--- src/rtl/serial_signed_adder.sv ---
// serial_signed_adder: bit-serial signed adder, one full-adder slice per clock.
// Computes a + b + cin LSB first over SIZE cycles and reports the wrapped sum,
// carry out, signed overflow and the exact SIZE+1-bit signed answer.
// Optional macro SERIAL_ADDER_SATURATE_EN clamps sum to the signed range on overflow.
module serial_signed_adder #(
  parameter int SIZE = 4
) (
  input  logic            clk,
  input  logic            rst,
  input  logic            start,
  input  logic [SIZE-1:0] a,
  input  logic [SIZE-1:0] b,
  input  logic            cin,
  output logic            ready,
  output logic            done,
  output logic [SIZE-1:0] sum,
  output logic            cout,
  output logic            overflow,
  output logic [SIZE:0]   answer
);

  localparam int CW = (SIZE > 2) ? $clog2(SIZE) : 1;
  localparam logic [CW-1:0] LAST = CW'(SIZE - 1);

  typedef enum logic [1:0] {IDLE, RUN, DONE} state_t;

  state_t          state;
  state_t          state_next;
  logic [SIZE-1:0] a_sh;
  logic [SIZE-1:0] b_sh;
  logic [SIZE-2:0] res_sh;
  logic            carry;
  logic [CW-1:0]   count;

  logic            bit_s;
  logic            maj;
  logic            ovf_next;
  logic [SIZE-1:0] raw_sum;
  logic [SIZE-1:0] final_sum;

  // State register; reset forces IDLE and wins over any pending start.
  always_ff @(posedge clk) begin
    if (rst) state <= IDLE;
    else     state <= state_next;
  end

  // Next-state and handshake outputs: ready only in IDLE, done only in DONE.
  always_comb begin
    state_next = state;
    ready      = 1'b0;
    done       = 1'b0;
    case (state)
      IDLE: begin
        ready = 1'b1;
        if (start) state_next = RUN;
      end
      RUN: begin
        if (count == LAST) state_next = DONE;
      end
      DONE: begin
        done       = 1'b1;
        state_next = IDLE;
      end
      default: state_next = IDLE;
    endcase
  end

  // Single full-adder slice; the carry register at the last step is the carry into the MSB.
  always_comb begin
    bit_s    = a_sh[0] ^ b_sh[0] ^ carry;
    maj      = (a_sh[0] & b_sh[0]) | (a_sh[0] & carry) | (b_sh[0] & carry);
    ovf_next = carry ^ maj;
    raw_sum  = {bit_s, res_sh};
  end

`ifdef SERIAL_ADDER_SATURATE_EN
  // On overflow both operand MSBs agree, so the MSB of a gives the overflow direction.
  always_comb begin
    final_sum = raw_sum;
    if (ovf_next) begin
      final_sum = a_sh[0] ? {1'b1, {(SIZE-1){1'b0}}} : {1'b0, {(SIZE-1){1'b1}}};
    end
  end
`else
  assign final_sum = raw_sum;
`endif

  // Datapath: load operands on accept, shift one bit per RUN cycle, publish results on the last bit.
  always_ff @(posedge clk) begin
    if (rst) begin
      a_sh     <= '0;
      b_sh     <= '0;
      res_sh   <= '0;
      carry    <= 1'b0;
      count    <= '0;
      sum      <= '0;
      cout     <= 1'b0;
      overflow <= 1'b0;
      answer   <= '0;
    end else begin
      case (state)
        IDLE: begin
          if (start) begin
            a_sh  <= a;
            b_sh  <= b;
            carry <= cin;
            count <= '0;
          end
        end
        RUN: begin
          carry  <= maj;
          res_sh <= raw_sum[SIZE-1:1];
          a_sh   <= a_sh >> 1;
          b_sh   <= b_sh >> 1;
          count  <= count + CW'(1);
          if (count == LAST) begin
            sum      <= final_sum;
            cout     <= maj;
            overflow <= ovf_next;
            answer   <= {a_sh[0] ^ b_sh[0] ^ maj, raw_sum};
          end
        end
        default: ;
      endcase
    end
  end

endmodule

--- config.mk ---
export PLATFORM = sky130hd
export DESIGN_NAME = serial_signed_adder
export DESIGN_NICKNAME = d
export VERILOG_FILES = /design/src/rtl/serial_signed_adder.sv
export SDC_FILE = /design/constraint.sdc
export NUM_CORES = 1
export LEC_CHECK = 0
export ABC_AREA = 1
export CORE_MARGIN = 8
export CORE_UTILIZATION = 52
export CTS_CLUSTER_SIZE = 8
export DETAILED_ROUTE_END_ITERATION = 7
export PLACE_DENSITY = 0.82
export SLEW_MARGIN = 20
export SYNTH_ARGS = -nofsm -noshare
export SYNTH_HDL_FRONTEND = slang
export SYNTH_SLANG_ARGS = --single-unit
export TNS_END_PERCENT = 50
--- constraint.sdc ---
create_clock -name clk -period 2.6 [get_ports clk]
set_input_delay 0.26 -clock clk [delete_from_list [all_inputs] [get_ports clk]]
set_output_delay 0.26 -clock clk [all_outputs]
set_load 0.1 [all_outputs]
; Word level (Yosys, flattened, before mapping)
; Cells that the tools add are included.
; W data, S select, Z words.
[totals]
register_bits = 27
inputBits = 12
output_inout_bits = 13
word_cells = 43
[op_classes]
add_sub_neg = 1
n_eq_ne = 5
muxes = 13
bitwise = 9
n_reduce_logical = 5
[op_table]
columns = op, n
row1 = $pmux W4 S2, 2
row2 = $mux W4, 2
row3 = $pmux W2 S2, 2
row4 = $mux W2, 3
row5 = $reduce_and A2 Y1, 3
row6 = $eq A2 B2 Y1 const B, 2
row7 = $ne A2 B2 Y1 const B, 2
row8 = $xor A1 B1 Y1, 4
row9 = $and A1 B1 Y1, 3
row10 = $mux W1, 3
row11 = $add A2 B1 Y2 const B, 1
row12 = $eq A2 B1 Y1 const B, 1
row13 = $logic_not A2 Y1, 1
row14 = $or A1 B1 Y1, 2
row15 = $pmux W1 S2, 1
row16 = $reduce_bool A2 Y1, 1

; Logic depth before layout (Yosys ltp)
; Gate-level depths: netlist of run 1.
[depth]
ltp_word = 4
depth_mapped = 7
depth_no_buf = 7

; Least setup slack after synthesis of run 1
; No wires, ideal clock.
[synth_timing]
kind = reg2reg
startpoint = register state[0]
endpoint = register a_sh[3]
setup_time_ps = 72
arrival_time_ps = 2183
t_required_ps = 2528
setup_slack_ps = 344
path_stages_with_launch = 5
n_path_buf = 1
synth_period_minus_slack_ps = 2256
cell_sequence = dfxtp_1 -> buf_2 -> nor2_1 -> nand3_1 -> a21oi_1
[synth_between]
elab_chain_cells = 3
word_cells_on_any_way = 6
classes_between = 2 x eq/ne / 1 x mux / 3 x reduce/logical
[synth_rtl]
columns = item, line
row1 = start: declaration, 27  ; state_t state;
row2 = start signal: assignment, 44  ; else state <= state_next;
row3 = $eq A2 B1 Y1 or $logic_not A2 Y1 (tied branches), 101  ; case (state)
row4 = $reduce_bool A2 Y1 (no source line) or $ne A2 B2 Y1 (tied branches), n/a
row5 = $reduce_and A2 Y1 (no source line), n/a
row6 = end signal: assignment, 113  ; a_sh <= a_sh >> 1;
row7 = end: declaration, 29  ; logic [SIZE-1:0] a_sh;
; Several ways; a longest one is shown, not always the timed one.
; A chain may end at the register's enable or synchronous reset.

; Worst setup path after layout of run 1
[layout_timing]
startpoint = register state[0]
endpoint = output ready
[layout_between]
elab_chain_cells = 2
[layout_rtl]
columns = item, line
row1 = $logic_not A2 Y1, 52  ; case (state)
row2 = $mux W1, 52
row3 = end: declaration, 14  ; output logic ready,
; Every way passes these cells.

==> results of run 1 <==
## cell usage in the layout, fill, tap and decap left out, drive strengths merged
| cell type | Yosys | layout |
|---|---|---|
| a21oi | 12 | 12 |
| buf | 7 | 13 |
| clkbuf | 0 | 3 |
| clkdlybuf4s50 | 0 | 11 |
| clkinv | 1 | 1 |
| clkinvlp | 0 | 1 |
| dfxtp | 23 | 23 |
| fa | 2 | 2 |
| ha | 1 | 1 |
| inv | 22 | 22 |
| nand2 | 43 | 43 |
| nand3 | 10 | 10 |
| nor2 | 20 | 20 |
| o21ai | 7 | 7 |
| or2 | 1 | 1 |
| xnor2 | 1 | 1 |
## power by group
| group | total, µW | internal [µW] | switching (µW) |
|---|---|---|---|
| clock | 170 | 58.7 | 111 |
| sequential | 386 | 371 | 14.1 |
| combinational | 119 | 48.9 | 70.1 |
## tightest hold or removal path, cell delays in order (launching register included)
cell and delay, ps:
dfxtp_1 330, nand2_1 60, a21oi_1 50
## state kept, by name, indices dropped and copies added, names as in the netlist
register / count
count: 2
cout: 1
b_sh: 4
carry: 1
a_sh: 4
overflow: 1
sum: 3
res_sh: 3
answer: 2
state: 2
## worst paths after layout
kind,endpoint,depth (start not counted)
setup / recovery,ready,2
hold / removal,a_sh[3],2
setup reg to reg,cout,5
hold reg to reg,a_sh[3],2
## cells by family (layout without fill, tap and decap cells)
logic type,after synthesis,in the layout,synth area share (%)
compound gates,19,19,10.0
xor+xnor,1,1,0.799
fa+ha+maj,3,3,4.79
buf+inv,30,51,12.6
flops,23,23,42.0
simple gates,74,74,29.8
## final cells by class
type                            count  share of cell area, %
Clock buffer                        3                   1.71
Clock inverter                      1                  0.570
Inverter                           23                   6.56
Timing Repair Buffer               24                   15.8
Tap cell                           27                   2.57
Sequential cell                    23                   35.0
Multi-Input combinational cell     97                   37.8
## routing by layer
layer | vias up | track usage, % | share of wire [%] | wire length [µm]
li1 | 494 | - | - | -
met1 | 409 | 15.5 | 45 | 996
met2 | 13 | 24.5 | 50 | 1100
met3 | 4 | 3.50 | 3.7 | 82
met4 | 0 | 4.87 | 1.4 | 30
met5 | - | 0 | 0 | 0
## stage by stage
step,power [µW],util [%],setup WS [ps],instances,instance area (µm²)
global placement,510,64.9,808,194,1290
global route,716,66.4,787,198,1320
floorplan,476,-,344,150,1100
detailed placement,512,64.9,734,194,1290
finish,674,66.4,913,198,1320
CTS,682,66.4,904,198,1320
==> results.md, run 1 <==
* Via density at 4.65
* Largest fanout on the critical path at 14
* Crit path from: state[0]
* Pwr Density at 512 nW/µm²
* Hpwl dp at 1.69 mm
* Slew @ Worst Pin at 538 ps
* Die H at 61.9 µm
* Leakage Power at 0.000621 µW
* Initial core utilization at 55.3%
* Worst path top cell family by delay: flip-flops
* Worst hold slack at 476 ps
* Gpl congestion at 0.776
* Register area at 460 µm²
* Worst-path clk slew at 130 ps
* DRC at 0
* Syn avg cell area at 7.31 µm²
* Layout fillers at 182
* Vias in the first global route at 958
* IO Pins at 25
* Buf/Inv on CP at 1
* Core area at 1980 µm²
* RSZ-0062 raised after global routing: false
* Synth Warn # at 0
* Synth area leaders: dfxtp_1 (42%), nand2_1 (14%), inv_1 (6.8%), nor2_1 (6.5%), a21oi_1 (5.0%)
* Max-slew headroom at 64.1%
* Synth top cells by count: nand2_1 (40), dfxtp_1 (23), inv_1 (20)
* Post-CTS Setup Inserts at 0
* Async SR Flop Fraction at 0%
* Total CTS buffers at 3
* Hold_sp: a_sh[3]
* N_diodes at 0
* Area Overhead vs Synth at 20.1%
* Share of cells above drive strength 1 at 15.8%
* Synth area leader: dfxtp_1
* Clock tree buffer depth at 2
* Num rows at 16
* Total Routed Length at 2.21 mm
* Mapped Area at 1100 µm²
* Post-synth EDFFs at 0
* Final period util at 64.9%
* Via count at 920
* First-pass GRT wire length at 4.00 mm
* Final antenna-violating net count at 0
* CTS root buf: clkbuf_4
* Layout Skew at 4.83 ps
* Initial antenna violation count at 0
* Final Hold Fails at 0
* Clock Sinks at 23
* Max VDD drop at 0.000308 V
* #FFs+latches synth at 23
* Critical path type: flip-flop to output pin
* Insertion delay to the later sink of the worst-skew pair at 310 ps
* Grt ovf at 0
* CTS Hold Bufs at 0
* TNS Setup at 0 ps
* Setup crit end kind: output pin
* R2R setup slack at 1230 ps
* Synth unique cells at 22
* Most common cell in the netlist: nand2_1
* Crit path largest cell delay at 680 ps
* CTS tree: yes
* DRT Pass-1 Iters at 4
* Shortest period the worst path allows at 1690 ps
* Reg2reg start: state[0]
* Largest net degree at the start of global routing at 20
* Setup crit start kind: flip-flop
* Area fraction of the dominant cell type after synthesis at 42.0%
* Crit-path cells: nor2_1 -> buf_4
* Fin. max-slew vios at 0
* Worst path arrival time at 1430 ps
* Slowest-stage cell, CP: dfxtp_1
* Status: complete, no violations
* Area of the multi-input gates at 498 µm²
* Sequential share of the synthesized area at 42.0%
* Total GRT Usage at 13.8%
* Number of max-cap violations at 0
* Wirelength per Cell at 11.2 µm
* HP Class: flip-flop to flip-flop
* Endpoints failing setup at 0
* NumNets Final at 187
* Port Buffers at 24
* Synth Net Count at 165
* Max Clk Rate at 593 MHz
* Synth Instances at 150
* Initial drt markers at 13
* H-tree levels at 1
* Die ar. at 3830 µm²
* Die X-Extent at 61.9 µm
* Worst endpoint required time at 2340 ps
* Main synth FF type: dfxtp_1
* Resize count post-CTS at 0
(Power assumes the default switching activity.)
==> run 2: changes to the inputs <==
--- a/config.mk
+++ b/config.mk
@@ -7,10 +7,10 @@
 export LEC_CHECK = 0
 export ABC_AREA = 1
 export CORE_MARGIN = 8
-export CORE_UTILIZATION = 52
+export CORE_UTILIZATION = 44
 export CTS_CLUSTER_SIZE = 8
 export DETAILED_ROUTE_END_ITERATION = 7
-export PLACE_DENSITY = 0.82
+export PLACE_DENSITY = 0.74
 export SLEW_MARGIN = 20
 export SYNTH_ARGS = -nofsm -noshare
 export SYNTH_HDL_FRONTEND = slang
==> constraint.sdc (replaced) <==
create_clock -name clk -period 1.4 [get_ports clk]
set_input_delay 0.14 -clock clk [delete_from_list [all_inputs] [get_ports clk]]
set_output_delay 0.14 -clock clk [all_outputs]
set_load 0.1 [all_outputs]
==> results.md, run 2 (synthesis results as in run 1) <==
* Status: complete, no violations
* Final Hold Fails at 0
* Max VDD drop at 0.000473 V
* Area of the multi-input gates at 513 µm²
* Via count at 951
* Die ar. at 4340 µm²
* CTS root buf: clkbuf_4
* Slew @ Worst Pin at 265 ps
* Top Registers: a_sh x4, b_sh x4
* Fin area at 1560 µm²
* Pwr Density at 823 nW/µm²
* Max Clk Rate at 746 MHz
* Buf/Inv on CP at 2
* Final antenna-violating net count at 0
* Max-slew headroom at 82.3%
* Final design utilization at 64.6%
* Final period util at 95.8%
* Setup crit end kind: output pin
* CTS tree: yes
* DRC at 0
* Resize count post-CTS at 1
* Leakage Power at 0.000699 µW
* Layout Skew at 6.12 ps
* Total CTS buffers at 3
* Clock Sinks at 23
* Shortest period the worst path allows at 1340 ps
* Core area at 2410 µm²
* Worst-path clk slew at 130 ps
* Number of max-cap violations at 0
* Layout fillers at 209
* Port Buffers at 24
* Crit-path cells: buf_4 -> nor2_4 -> buf_12
* DRT Pass-1 Iters at 4
* Area Overhead vs Synth at 42.1%
* H-tree levels at 1
* Post-CTS Setup Inserts at 0
* Slowest-stage cell, CP: dfxtp_4
* Clock tree buffer depth at 2
* Hpwl dp at 1.85 mm
* Num rows at 18
* Critical path type: flip-flop to output pin
* Setup crit start kind: flip-flop
* Gpl congestion at 0.795
* Register area at 465 µm²
* Insertion delay to the later sink of the worst-skew pair at 310 ps
* Wirelength per Cell at 11.2 µm
* IO Pins at 25
* Total Routed Length at 2.32 mm
* Endpoints failing setup at 0
* Grt ovf at 0
* CTS Hold Bufs at 0
* Worst path top cell family by delay: flip-flops
* Largest fanout on the critical path at 8
* Worst path arrival time at 1200 ps
* HP Class: input pin to flip-flop
* Initial core utilization at 45.5%
* Total GRT Usage at 11.7%
* First-pass GRT wire length at 4.11 mm
* Placed instance area at 1530 µm²
* NumNets Final at 193
* Die H at 65.9 µm
* Die X-Extent at 65.9 µm
* Via density at 4.59
* Share of cells above drive strength 1 at 20.9%
* Commonest non-fill, non-tap cell in the layout: nand2_1
* Most frequent cells in the layout: nand2_1 (40), dfxtp_1 (21), inv_1 (20)
* Largest net degree at the start of global routing at 20
* Crit path largest cell delay at 410 ps
* Fin. max-slew vios at 0
* Vias in the first global route at 950
* Worst endpoint required time at 1260 ps
* Initial drt markers at 17
* Initial antenna violation count at 0
* N_diodes at 0
==> run 2: cell types whose count changed in the layout (fill, tap and decap cells not counted) <==
cell / previous run / this run
dfxtp_4: 0 / 1
dfxtp_1: 23 / 21
clkinv_2: 0 / 1
nor2_1: 19 / 17
nor2_4: 0 / 2
buf_12: 0 / 14
dfxtp_2: 0 / 1
buf_4: 13 / 5
clkinvlp_4: 1 / 0
==> run 2: per-stage QoR <==
stage	power (µW)	setup slack [ps]	std cells	setup TNS, ps	hold slack [ps]
after floorplan	888	-114	150	-463	202
after global placement	970	146	203	0	450
after detailed placement	982	105	203	0	454
after CTS	1290	35.3	207	0	391
after global routing	1350	-16.7	207	-16.7	397
final	1280	59.4	207	0	394
==> run 2: routing by layer <==
layer / vias up / GRT usage [%] / part of all wire, %
li1: 505 / - / -
met1: 427 / 12.2 / 43
met2: 17 / 21.3 / 50
met3: 2 / 3.56 / 6.3
met4: 0 / 4.09 / 0.52
met5: - / 0 / 0
==> run 2: final timing paths <==
check	from	end	slack (ps)	cells past startpoint
max	state[0]	done	60	3
min	b[3]	b_sh[3]	390	3
max reg2reg	a_sh[0]	overflow	90	5
min reg2reg	b_sh[3]	b_sh[3]	470	2
==> run 2: final cells by class <==
cell class | count | area share [%]
Timing Repair Buffer | 30 | 27.5
Tap cell | 30 | 2.41
Clock inverter | 1 | 0.321
Sequential cell | 23 | 29.9
Multi-Input combinational cell | 97 | 32.9
Inverter | 23 | 5.54
Clock buffer | 3 | 1.45
==> run 2: worst register-to-register path, delay by kind of cell (launching register included) <==
kind	cells	cell delay (ps)
and+or+nand+nor	2	170
DFF	1	370
buffers and inverters	1	70
xor gates and xnor gates	1	150
adders and majority gates	1	480
==> run 2: where the power goes <==
part / internal, µW / switching [µW]
logic: 114 / 140
registers: 690 / 25.3
clock network: 107 / 206
==> variant, RTL diff (flow settings as in run 2) <==
Set the parameter `SIZE` to 8 (it was 4).
--- a/src/rtl/serial_signed_adder.sv
+++ b/src/rtl/serial_signed_adder.sv
@@ -3,7 +3,7 @@
 // carry out, signed overflow and the exact SIZE+1-bit signed answer.
 // Optional macro SERIAL_ADDER_SATURATE_EN clamps sum to the signed range on overflow.
 module serial_signed_adder #(
-  parameter int SIZE = 4
+  parameter int SIZE = 8
 ) (
   input  logic            clk,
   input  logic            rst,
Interface: changed (resized a, answer, b and sum); port bits go from 25 to 41. No check against the original RTL was run, so the function may have changed too.
==> variant against run 2 <==
Design area rose by 66%. Highest routed layer unchanged. Clock power rose to 3.5 times the old value. Worst setup slack improved by 0.0080 ns. Routed wire length rose by 67%. Power rose by 110%. Via count rose by 70%. Die area rose by 51%. Synthesized area rose by 69%. Sequential cell count rose by 17. Register-to-register slack got worse by 0.02 ns.
==> variant: results (changes against run 2) <==
| Metric | Value |
|---|---|
| Mean Syn Cell Area | `7.05 sq um (-3.5%)` |
| Max VDD drop | `0.000614 V (+30%)` |
| Largest registers | `a_sh: 8 flops, b_sh: 8 flops` |
| Clk_lat worst skew | `0.29 ns (-0.02 ns)` |
| Ys Warns | `0 (unchanged)` |
| DR vias | `1619 (+70%)` |
| Reg2reg setup slack | `0.07 ns (-0.02 ns)` |
| Dpl hpwl | `2.77 mm (+49%)` |
| Iteration-0 DRC Markers | `95 (+78)` |
| Clock edge transition at the registers on the reported setup and hold paths | `0.07 ns (-0.06 ns)` |
| Slowest cell on the critical path | `dfxtp_1` |
| Leak | `1.18 nW (+69%)` |
| Post-synthesis net count | `287 (+74%)` |
| Nets | `322 (+67%)` |
| Minimum hold slack | `0.411 ns (+0.0168 ns)` |
| Crit path max fanout | `11 (+3)` |
| Top pwr grp | `registers` |
| Actual slew at the worst max-slew pin | `0.270 ns (+0.00465 ns)` |
| Num CTS Buffers | `5 (+2)` |
| Sequential area share after synthesis | `43.2% (+1.2 points)` |
| Initial antenna violation count | `0 (unchanged)` |
| Synth Area in Adders | `3.51% (-1.3 points)` |
| Run status | `complete, no violations` |
| Routed len/inst | `11.2 um (-0.51%)` |
| First-pass GRT wire length | `6.55 mm (+59%)` |
| Clk buf depth | `2 (unchanged)` |
| Global placement routability congestion | `0.804 (+1.1%)` |
| Layout cells sized above 1 | `16.4% (-4.5 points)` |
| CTS root buf | `clkbuf_8` |
| Clock Power Share | `40.9% (+16 points)` |
| Pre-Repair DR Iteration Count | `4 (unchanged)` |
| Synth top cells by count | `nor2_1 (72), nand2_1 (48), dfxtp_1 (40), o21ai_0 (30), inv_1 (27)` |
| Critical path data arrival time | `1.51 ns (+0.31 ns)` |
| Compound-cell area share of the yosys netlist | `12.1% (+2.1 points)` |
| Sw Ratio | `22.7% (-6.3 points)` |
| Worst Skew | `0.0105 ns (+0.00440 ns)` |
| Synth top area cells | `dfxtp_1 (43%), nor2_1 (15%), nand2_1 (9.7%)` |
| Vias in the first global route | `1521 (+60%)` |
| Synth cell types | `18 (-18%)` |
| IO buf count | `40 (+67%)` |
| GRT Overall Usage | `12.5% (+0.81 points)` |
| Antenna diodes | `0 (unchanged)` |
| Crit-path max cell delay | `0.33 ns (-0.08 ns)` |
| P_comb | `0.334 mW (+32%)` |
| Number of fill cells | `355 (+70%)` |
| Multiplexer share of the synthesized area | `0% (unchanged)` |
| Xor/xnor cell area share of the yosys netlist | `0% (-0.80 points)` |
| H-tree Lvls | `2 (+1)` |
| Pin count of the biggest net entering global routing | `31 (+55%)` |
| Post-Layout Cell Count | `348 (+68%)` |
| Placed Cells | `341 (+68%)` |
| # resized after CTS | `0 (-1)` |
| CP top delay family | `adder cells` |
[variant: changes by cell type in the layout (fill, tap and decap cells not counted), moves of 5 or more]
cell	change
nand3_1	-9
nand2_1	+8
nor2_1	+54
clkdlybuf4s50_1	+8
dfxtp_1	+15
o21ai_0	+21
clkbuf_8	+5
inv_1	+7
buf_12	+8
[variant: path summary, 6_finish.rpt]
kind / depth (start not counted) / from / to
hold reg to reg: 1 / count[0]$_SDFFE_PP0P_ / count[0]$_SDFFE_PP0P_
setup reg to reg: 7 / count[0]$_SDFFE_PP0P_ / sum[2]$_SDFFE_PP0P_
setup / recovery: 7 / count[0]$_SDFFE_PP0P_ / sum[2]$_SDFFE_PP0P_
hold / removal: 3 / b[7] / b_sh[7]$_SDFFE_PP0P_
[variant: cell type report]
cell class                 count  area, sq um  share of cell area, %
tap                           50         62.6                   2.42
timing repair buffer          49          694                   26.9
clock inverter                 2         60.1                   2.32
sequential                    40          806                   31.2
inverter                      29          109                   4.21
clock buffer                   5         68.8                   2.66
multi-input combinational    173          785                   30.3
[variant: metal layers]
metal | up-vias | track usage (%) | share of wire (%)
met3 | 8 | 3.97 | 6.6
li1 | 855 | - | -
met1 | 719 | 14.5 | 44
met5 | - | 0 | 0
met4 | 0 | 5.36 | 1.9
met2 | 37 | 20.6 | 48
[variant: metrics by stage]
step / power, mW / cell area (sq um) / TNS [ns] / worst slack (ns) / utilization, %
after floorplan: 1.47 / 1860 / -0.546 / -0.109 / -
after global placement: 1.58 / 2450 / 0 / 0.0512 / 60.8
after detailed placement: 1.59 / 2450 / 0 / 0.0443 / 60.8
after CTS: 2.67 / 2580 / 0 / 0.0289 / 64.0
after global routing: 2.78 / 2580 / -0.0712 / -0.0188 / 64.2
final: 2.65 / 2580 / 0 / 0.0675 / 64.2
